File: src/rtl/mac_fix.sv
// Fixed-point multiply-accumulate neuron stage: bias + N Q1.(W-1) products in a
// widened accumulator, optional ReLU, saturation to W bits, valid/ready output.
module mac_fix #(
   parameter int W    = 16,
   parameter int N    = 784,
   parameter int RELU = 1
) (
   input  logic         clk,
   input  logic         rst,
   input  logic         start,
   input  logic [W-1:0] bias,
   input  logic         in_valid,
   output logic         in_ready,
   input  logic [W-1:0] prod,
   output logic         out_valid,
   input  logic         out_ready,
   output logic [W-1:0] out_data,
   output logic         busy
);

   localparam int CW = (N > 1) ? $clog2(N) : 1;
   localparam int AW = W + $clog2(N) + 1;
   localparam logic [CW-1:0] LAST = CW'(N - 1);

   typedef enum logic [1:0] {S_IDLE, S_ACC, S_DONE} state_e;

   state_e               state_q, state_d;
   logic signed [AW-1:0] acc_q, acc_d;
   logic [CW-1:0]        cnt_q, cnt_d;
   logic                 in_ready_q, in_ready_d;
   logic                 out_valid_q, out_valid_d;
   logic                 busy_q, busy_d;
   logic                 accept;
   logic signed [AW-1:0] relu_v;

   assign accept = in_ready_q && in_valid;

   always_comb begin
      state_d     = state_q;
      acc_d       = acc_q;
      cnt_d       = cnt_q;
      in_ready_d  = in_ready_q;
      out_valid_d = out_valid_q;
      busy_d      = busy_q;
      case (state_q)
         S_IDLE: begin
            if (start) begin
               acc_d      = {{(AW-W){bias[W-1]}}, bias};
               cnt_d      = '0;
               state_d    = S_ACC;
               in_ready_d = 1'b1;
               busy_d     = 1'b1;
            end
         end
         S_ACC: begin
            if (accept) begin
               acc_d = acc_q + {{(AW-W){prod[W-1]}}, prod};
               cnt_d = cnt_q + CW'(1);
               if (cnt_q == LAST) begin
                  state_d     = S_DONE;
                  in_ready_d  = 1'b0;
                  out_valid_d = 1'b1;
               end
            end
         end
         S_DONE: begin
            if (out_ready) begin
               state_d     = S_IDLE;
               out_valid_d = 1'b0;
               busy_d      = 1'b0;
            end
         end
         default: begin
            state_d     = S_IDLE;
            in_ready_d  = 1'b0;
            out_valid_d = 1'b0;
            busy_d      = 1'b0;
         end
      endcase
   end

   always_ff @(posedge clk) begin
      if (rst) begin
         state_q     <= S_IDLE;
         acc_q       <= '0;
         cnt_q       <= '0;
         in_ready_q  <= 1'b0;
         out_valid_q <= 1'b0;
         busy_q      <= 1'b0;
      end else begin
         state_q     <= state_d;
         acc_q       <= acc_d;
         cnt_q       <= cnt_d;
         in_ready_q  <= in_ready_d;
         out_valid_q <= out_valid_d;
         busy_q      <= busy_d;
      end
   end

   // Result fits in W bits exactly when all bits from the W-1 sign position up agree.
   always_comb begin
      relu_v = ((RELU != 0) && acc_q[AW-1]) ? '0 : acc_q;
      if ((&relu_v[AW-1:W-1]) || (~|relu_v[AW-1:W-1]))
         out_data = relu_v[W-1:0];
      else if (relu_v[AW-1])
         out_data = {1'b1, {(W-1){1'b0}}};
      else
         out_data = {1'b0, {(W-1){1'b1}}};
   end

   assign in_ready  = in_ready_q;
   assign out_valid = out_valid_q;
   assign busy      = busy_q;

endmodule

File: config.mk
export PLATFORM = sky130hd
export DESIGN_NAME = mac_fix
export DESIGN_NICKNAME = d
export VERILOG_FILES = /design/src/rtl/mac_fix.sv
export SDC_FILE = /design/constraint.sdc
export NUM_CORES = 1
export LEC_CHECK = 0
export CAP_MARGIN = 10
export CORE_ASPECT_RATIO = 1.5
export CORE_UTILIZATION = 54
export CTS_BUF_LIST = sky130_fd_sc_hd__clkbuf_8 sky130_fd_sc_hd__clkbuf_16
export CTS_CLUSTER_SIZE = 20
export DETAILED_ROUTE_END_ITERATION = 8
export PLACE_DENSITY = 0.78
export SLEW_MARGIN = 30
export SYNTH_ARGS = -nofsm -noshare
export SYNTH_HDL_FRONTEND = slang
export SYNTH_SLANG_ARGS = --single-unit
File: constraint.sdc
create_clock -name clk -period 3.6 [get_ports clk]
set_clock_uncertainty 0.05 [all_clocks]
set_input_delay 0.36 -clock clk [delete_from_list [all_inputs] [get_ports clk]]
set_output_delay 0.36 -clock clk [all_outputs]
set_load 0.02 [all_outputs]
==> out/qor.yml <==
status:
  outcome: "completed"
clock_network:
  htree_levels: 2
  cts_hold_buf: 0
  ctsResizeCount: 0
  post_cts_buffers: 0
  root_buffer: "clkbuf_8"
  cts-buffers-inserted: 5
  clk_pin_slew_ns: 0.09
  clock-sinks: 42
  clkLatencyLatePin_ns: 0.30
  cts_tree: "yes"
  cts_buffer_depth: 2
logic_synthesis:
  syn_nets: 521
  yosys.area_share.simple: 0.226
  yosys-top-cells-count: "a21oi_1, nor2_1, nand2_1"
  synth_edf_count: 0
  async_flop_share: 0
  synth_top_area_cell: "dfxtp_1"
  yosys_warnings: 0
  netlist_area_sq_mm: 0.00333
  post-synth-top-area-fraction: 0.252
  avgSynthCellArea_sq_um: 7.31
  synthAdderAreaFrac: 0.107
  synth-xor-area-share: 0.0683
  synth_most_common_cell: "a21oi_1"
  synth_flop_cell: "dfxtp_1"
  synthMuxAreaShare: 0.00300
  synth_top_family_by_area: "compound AO/OA/AOI/OAI gates"
  ys_seq_area_frac: 0.252
  yosys-top-cells-area: "dfxtp_1, ha_1, a21oi_1"
  synth_seq_cells: 42
  ys_types: 51
  synth_cells: 456
  synth_compound_area_frac: 0.287
min_path:
  min_path_cells: 2
  min_path_type: "flop to flop"
final_layout:
  nFillCells: 549
  final_nets: 565
  seqCellArea_sq_um: 841
  final_area_sq_mm: 0.00402
  stdcell_count: 573
  final_util: 0.685
  diodes: 0
  multi_input_area_sq_mm: 0.00232
  drive_above_1_share: 0.0519
  synthToLayoutAreaGrowth_pct: 20.7
global_route:
  grt_pass1_wl_microns: 14700
  grt_pass1_vias: 3392
  grt_max_degree: 36
  gr-total-overflow: 0
  antenna_found_initial: 0
  grt_usage: 0.285
floorplanning:
  pin_count: 56
  dieHeight_microns: 98.2
  core-area_sq_mm: 0.00587
  die-area_sq_mm: 0.00649
  std_cell_rows: 34
  chipWidth_microns: 66.1
  initial_core_util: 0.568
timing:
  setup_viol: 0
  max_freq_ghz: 0.342
  rsz0062_at_grt: "no"
  worstMarginPinSlew_ns: 0.775
  fin_tns_setup_ns: 0
  hold_viol_final: 0
  slew_headroom: 0.482
  fin_crit_sh: 0.811
  slew_viol_final: 0
  fin_crit_ns: 2.92
power_and_ir_drop:
  p_clk_frac: 0.190
  p_int_mw: 1.01
  netSwitchingFraction: 0.408
  powerDensity_mw_per_mm2: 425
  power.switching_uw: 697
  power_frac_seq: 0.330
  p_leak_nw: 1.67
  vdd_drop_max_uv: 234
  power_frac_comb: 0.480
job:
  maxCapViolations: 0
setup_path:
  crit_type: "input pin to flop"
  setup.worst_path.start_class: "input pin"
  rr_worst_depth: 11
  worstPathMaxFanout: 3
  arrival_ns: 3.07
  critPathCaptureType: "flop"
  required_ns: 3.75
drt:
  wl_microns: 8890
  final_antenna_net_count: 0
  wl_per_cell_microns: 15.5
  vias: 3480
  vias_per_cell: 6.07
  dr.pass1.iters: 5
  drtIter0Drc: 177
  drc: 0
place:
  post_dp_cell_area_sq_mm: 0.00393
  gp_congestion: 0.885
  dpl.hpwl_microns: 6470
  placedCellCount: 565
  port_buffers: 54
==> sequential cells by signal (all words and copies together) (netlist names) <==
register   cells
state_q        2
out_valid      1
in_ready       1
busy           1
acc_q         27
cnt_q         10
==> path summary, 6_finish.rpt <==
check                                           start                      to  slack (ns)
worst min-delay path            cnt_q[1]$_SDFFE_PP0P_   cnt_q[1]$_SDFFE_PP0P_        0.43
worst min register to register  cnt_q[1]$_SDFFE_PP0P_   cnt_q[1]$_SDFFE_PP0P_        0.43
worst max-delay path                          prod[0]  acc_q[26]$_SDFFE_PP0P_        0.68
worst max register to register  acc_q[0]$_SDFFE_PP0P_  acc_q[26]$_SDFFE_PP0P_        0.81
==> layout make-up <==
cell class / instances / area share
repair buffers: 62 / 0.149
clock inverters: 3 / 0.00622
clock buffers: 5 / 0.0171
multi-input cells: 368 / 0.576
flip-flops and latches: 42 / 0.209
inverters: 21 / 0.0196
well taps: 72 / 0.0224
==> layout by cell type (no fill, tap or decap), types with 16 or more instances in the layout <==
master / n
a21oi_1: 58
clkdlybuf4s50_1: 54
nor2_1: 53
nand2_1: 46
dfxtp_1: 42
ha_1: 27
o21ai_0: 22
inv_1: 21
xor2_1: 19
nand3_1: 16
==> cell families after synthesis <==
kind of cell / after synthesis
and+or+nand+nor: 164
AOI/OAI and AO/OA: 148
buffers and inverters: 46
DFF: 42
adders and majority gates: 28
xor gates and xnor gates: 26
other: 1
muxes: 1
==> power by group through the flow <==
stage               clock (mW)  sequential, mW  combinational [mW]
finish                   0.324           0.564               0.819
global placement             0           0.571               0.798
global route             0.346           0.570               0.903
floorplan                    0           0.554               0.562
CTS                      0.334           0.563               0.815
detailed placement           0           0.573               0.809
==> metrics by stage <==
step	setup WS, ns	total power [mW]	hold slack [ns]
final	0.679	1.71	0.425
after CTS	0.711	1.71	0.431
after global placement	0.423	1.37	0.406
after global routing	0.497	1.82	0.454
after floorplan	1.03	1.12	0.399
after detailed placement	0.392	1.38	0.417
==> layer usage <==
layer | up-vias | track usage | part of all wire
met3 | 14 | 0.0374 | 0.050
met1 | 1635 | 0.323 | 0.39
met2 | 103 | 0.524 | 0.54
met4 | 0 | 0.0982 | 0.019
met5 | - | 0 | 0
li1 | 1728 | - | -
==> critical path, cell delays in order <==
cell and delay, ns:
clkdlybuf4s50_1 0.46, ha_1 0.17, inv_1 0.06, fa_1 0.38, nor2b_1 0.19, o31a_1 0.21
o41ai_2 0.11, or3b_1 0.38, a211oi_1 0.30, nor2_1 0.12, o31ai_1 0.23, o21ai_0 0.09
No activity file was read; power rests on OpenSTA's default activity.
==> variant 1 (same settings) <==
The 3 states of `state_e` get a one-hot encoding in 3 bits.
--- a/src/rtl/mac_fix.sv
+++ b/src/rtl/mac_fix.sv
@@ -22,7 +22,7 @@
    localparam int AW = W + $clog2(N) + 1;
    localparam logic [CW-1:0] LAST = CW'(N - 1);
 
-   typedef enum logic [1:0] {S_IDLE, S_ACC, S_DONE} state_e;
+   typedef enum logic [2:0] {S_IDLE = 3'b001, S_ACC = 3'b010, S_DONE = 3'b100} state_e;
 
    state_e               state_q, state_d;
    logic signed [AW-1:0] acc_q, acc_d;
Function: no difference found for any inputs over 4 cycles, from zero or initial values and one cycle with rst high; so few cycles prove little.
==> variant 1 against the unedited design <==
Fmax decreased by 5.0%; total power decreased by 9.4%; design area increased by 7.9%; cell count increased by 7.5%; global-route usage increased by 2.1 points; sequential cell count increased by 1; wire length increased by 22%; worst hold slack improved by 10 ps; count of clock-buffer cells in the layout unchanged; synthesized area increased by 9.3%; worst setup slack got worse by 150 ps; largest power group unchanged; highest routed layer unchanged.
==> variant 1: results <==
power:
  p_switching_mw: 0.610
  leakage_nw: 1.72
  pwr-share-clk_pct: 22.3
  vdd_drop_max_v: 0.000282
critical_path:
  regToRegSetupSlack_ps: 710
  reg2reg_depth: 10
  cp_max_fo: 9
  reg2reg_to: "acc_q[18]$_SDFFE_PP0P_"
  cp.arrival_ps: 3230
drt:
  drt-total-wl_um: 10800
  viasPerCell: 6.32
  drtIter0Drc: 211
global_route:
  grt_max_degree: 27
  first_global_vias: 3818
  grt_pass1_wl_um: 17400
  grtUsageTotal_pct: 30.6
layout:
  fin_nets: 604
  finalNonFillerCells: 616
  top_regs: "acc_q (27), cnt_q (10), state_q (3)"
  drive_gt1_share_pct: 6.30
place:
  gp_congestion: 0.986
  dp_slack_ps: 237
  hpwl_um: 8250
  place_inst: 608
  placed_area_mm2: 0.00424
sta:
  slew_headroom_pct: 47.4
cts:
  cts_root_buffer: "clkbuf_8"
  path_clk_slew_ps: 100
  post_cts_buffers: 0
logic_synthesis:
  seq_area_frac_synth_pct: 23.6
  async_reset_ff_share_pct: 0
  syn_inst: 490
  ys_types: 68
  ys.flop_type: "dfxtp_1"
  synth_commonest_cells: "58 x a21oi_1, 58 x nor2_1, 47 x nand2_1"
  ys_top_cells_by_area: "dfxtp_1 24%, ha_1 9.3%, a21oi_1 8.0%"
  syn-num-nets: 555
hold_path:
  min_from: "out_valid$_SDFFE_PP0P_"
  min_to: "out_valid$_SDFFE_PP0P_"
outcome:
  outcome: "complete, no violations"
## variant 1: worst max path at each step
stage,from,to,slack (ps),cells past startpoint
finish,prod[15],acc_q[26]$_SDFFE_PP0P_,520,8
global route,prod[0],acc_q[18]$_SDFFE_PP0P_,380,11
CTS,prod[0],acc_q[18]$_SDFFE_PP0P_,560,11
detailed placement,prod[15],acc_q[26]$_SDFFE_PP0P_,240,9
global placement,prod[15],acc_q[26]$_SDFFE_PP0P_,260,9
floorplan,prod[0],acc_q[26]$_SDFFE_PP0P_,1080,10
## variant 1: cell families after synthesis
| family | after synthesis | synth area share (%) |
|---|---|---|
| compound gates | 161 | 29.8 |
| xor+xnor | 18 | 4.33 |
| fa+ha+maj | 28 | 9.82 |
| buf+inv | 51 | 6.66 |
| flops | 43 | 23.6 |
| mux | 4 | 1.20 |
| other cells | 1 | 0.103 |
| simple gates | 184 | 24.5 |
## variant 1: power groups by stage
stage | clock, mW | combinational (mW) | sequential (mW)
final | 0.345 | 0.660 | 0.542
after global routing | 0.368 | 0.722 | 0.547
after CTS | 0.354 | 0.653 | 0.542
after detailed placement | 0 | 0.649 | 0.553
after global placement | 0 | 0.644 | 0.552
after floorplan | 0 | 0.441 | 0.541
## variant 1: per-layer routing
layer	track usage (%)	vias to the layer above	share of wire (%)
met5	0	-	0
met4	19.5	0	5.5
met3	3.71	42	5.0
met2	57.2	153	51
met1	32.6	1791	39
li1	-	1910	-
## variant 1: cell type report
class | count | area [um^2]
inverter | 26 | 97.6
clock inverter | 3 | 26.3
timing repair buffer | 67 | 638
sequential | 43 | 861
clock buffer | 5 | 68.8
tap | 76 | 95.1
multi-input combinational | 396 | 2550
fill | 574 | 2150
## variant 1: worst max-delay path, stage by stage
cell and delay [ps]:
clkdlybuf4s50_1 630, ha_1 510, a21o_1 230, o41ai_1 410, nand2_1 160, or3_1 390, nand4_1 90, or3b_2 440
## variant 1: stage by stage
stage | utilization (%) | total power [mW] | hold slack [ps]
detailed placement | 65.4 | 1.20 | 423
global placement | 65.4 | 1.20 | 407
global route | 66.9 | 1.64 | 466
floorplan | - | 0.982 | 399
finish | 66.9 | 1.55 | 436
CTS | 66.9 | 1.55 | 439
==> variant 2 (config.mk and constraints unchanged) <==
Without the edit above. One comparison of `cnt_q` changes from == to >=.
--- a/src/rtl/mac_fix.sv
+++ b/src/rtl/mac_fix.sv
@@ -56,7 +56,7 @@
             if (accept) begin
                acc_d = acc_q + {{(AW-W){prod[W-1]}}, prod};
                cnt_d = cnt_q + CW'(1);
-               if (cnt_q == LAST) begin
+               if (cnt_q >= LAST) begin
                   state_d     = S_DONE;
                   in_ready_d  = 1'b0;
                   out_valid_d = 1'b1;
Check against the original RTL: same outputs for any inputs over 4 cycles, from zero or initial values and one cycle with rst high; that may be too few to reach the edited logic, so the function may still have changed.
==> variant 2 against the unedited design <==
Total power grew 2.4%; synthesized area is 1.1% lower; combinational power increased by 4.5%; wire length decreased by 5.8%; critical endpoint unchanged; die area shrank 1.1%; largest power group unchanged; design area decreased by 0.72%; worst setup slack improved by 110 ps; sequential cell count stayed put.
==> variant 2: results <==
cts:
  clkLatencyLatePin_ps: 300
  clockBufferDepth: 2
  post_cts_buffers: 0
  cts_max_level: 2
  cts_root_buffer: "clkbuf_8"
  numCtsBuffers: 5
  path_clk_slew_ps: 90
  post_cts_resized: 0
layout:
  top_regs: "acc_q (27), cnt_q (10), state_q (2)"
  drive_gt1_share_pct: 6.31
  n_fill_cell: 514
  antenna_cells: 0
  fin_nets: 555
logic_synthesis:
  seq_area_frac_synth_pct: 25.5
  synth_xor_area_share_pct: 7.98
  ys_top_cells_by_area: "dfxtp_1 26%, ha_1 10%, a21oi_1 8.8%"
  ys_types: 54
  synth_commonest_cells: "58 x a21oi_1, 57 x nand2_1, 48 x nor2_1"
  syn-num-nets: 510
  synth_warnings: 0
  synth_fa_ha_area_share_pct: 10.9
  synth_compound_area_share_pct: 27.2
  synthMuxAreaShare_pct: 0
  ys.flop_type: "dfxtp_1"
  async_reset_ff_share_pct: 0
place:
  hpwl_um: 6320
  gp_congestion: 0.895
  io_buffers: 54
hold_path:
  hp-class: "reg2reg"
sta:
  worstMarginPinSlew_ps: 699
power:
  leakage_nw: 1.58
  vdd_drop_max_v: 0.000296
global_route:
  antenna_found_initial: 0
  first_global_vias: 3216
  met1_usage_pct: 30.9
  gr-usage-met3_pct: 4.34
  use_met2_pct: 50.5
  grt_pass1_wl_um: 14100
  grt_max_degree: 34
  grtUsageTotal_pct: 27.6
critical_path:
  regToRegSetupSlack_ps: 910
  cp_max_fo: 5
  cp.arrival_ps: 2950
  crit_slowest_cell: "clkdlybuf4s50_1"
  critical_path.max_stage_delay_ps: 460
drt:
  wire_per_inst_um: 14.9
  vias: 3307
  drtIter0Drc: 121
  drt_pass1_iterations: 4
flow_run:
  drv_cap: 0
outcome:
  outcome: "complete, no violations"
variant 2: through the flow:
step                      std cells  utilization [%]  hold slack (ps)  area (um^2)  worst slack (ps)
after floorplan                 445                -              409         3290              1190
after global placement          555             66.9              398         3900               560
after detailed placement        555             66.9              414         3900               487
after CTS                       563             68.5              427         3990               821
after global routing            563             68.5              444         3990               578
final                           563             68.5              419         3990               788
variant 2: critical path, delay by kind of cell:
family | cells | cell delay, ps
simple gates | 3 | 630
fa+ha+maj | 2 | 530
compound gates | 5 | 930
buf+inv | 2 | 510
variant 2: path summary, 6_finish.rpt:
check                               from                     end  depth (start not counted)
setup / recovery                 prod[0]  acc_q[26]$_SDFFE_PP0P_                         12
hold / removal    out_valid$_SDFFE_PP0P_  out_valid$_SDFFE_PP0P_                          2
setup reg to reg   acc_q[0]$_SDFFE_PP0P_  acc_q[26]$_SDFFE_PP0P_                         11
hold reg to reg   out_valid$_SDFFE_PP0P_  out_valid$_SDFFE_PP0P_                          2
variant 2: report_power, final:
| part | leakage, nW | internal [mW] | switching [mW] |
|---|---|---|---|
| registers | 0.345 | 0.512 | 0.0520 |
| logic | 1.19 | 0.381 | 0.475 |
| clock network | 0.0447 | 0.140 | 0.187 |
variant 2: cells by family (layout without fill, tap and decap cells):
group                    after synthesis  count (layout)
AO/OA/AOI/OAI                        136             136
XOR/XNOR                              30              30
adder cells (fa/ha/maj)               28              28
buffers and inverters                 44              90
flip-flops                            42              42
other                                  1               1
AND/OR/NAND/NOR                      164             164
variant 2: cell type report:
type / instances / area share [%]
Multi-Input combinational cell: 359 / 57.4
Sequential cell: 42 / 21.1
Timing Repair Buffer: 62 / 15.0
Tap cell: 72 / 2.26
Inverter: 20 / 1.88
Clock buffer: 5 / 1.72
Clock inverter: 3 / 0.627
variant 2: per-layer routing:
metal	wire (um)	vias to the layer above
met5	0	-
met4	193	0
met3	326	18
met2	4450	82
met1	3410	1522
li1	-	1685
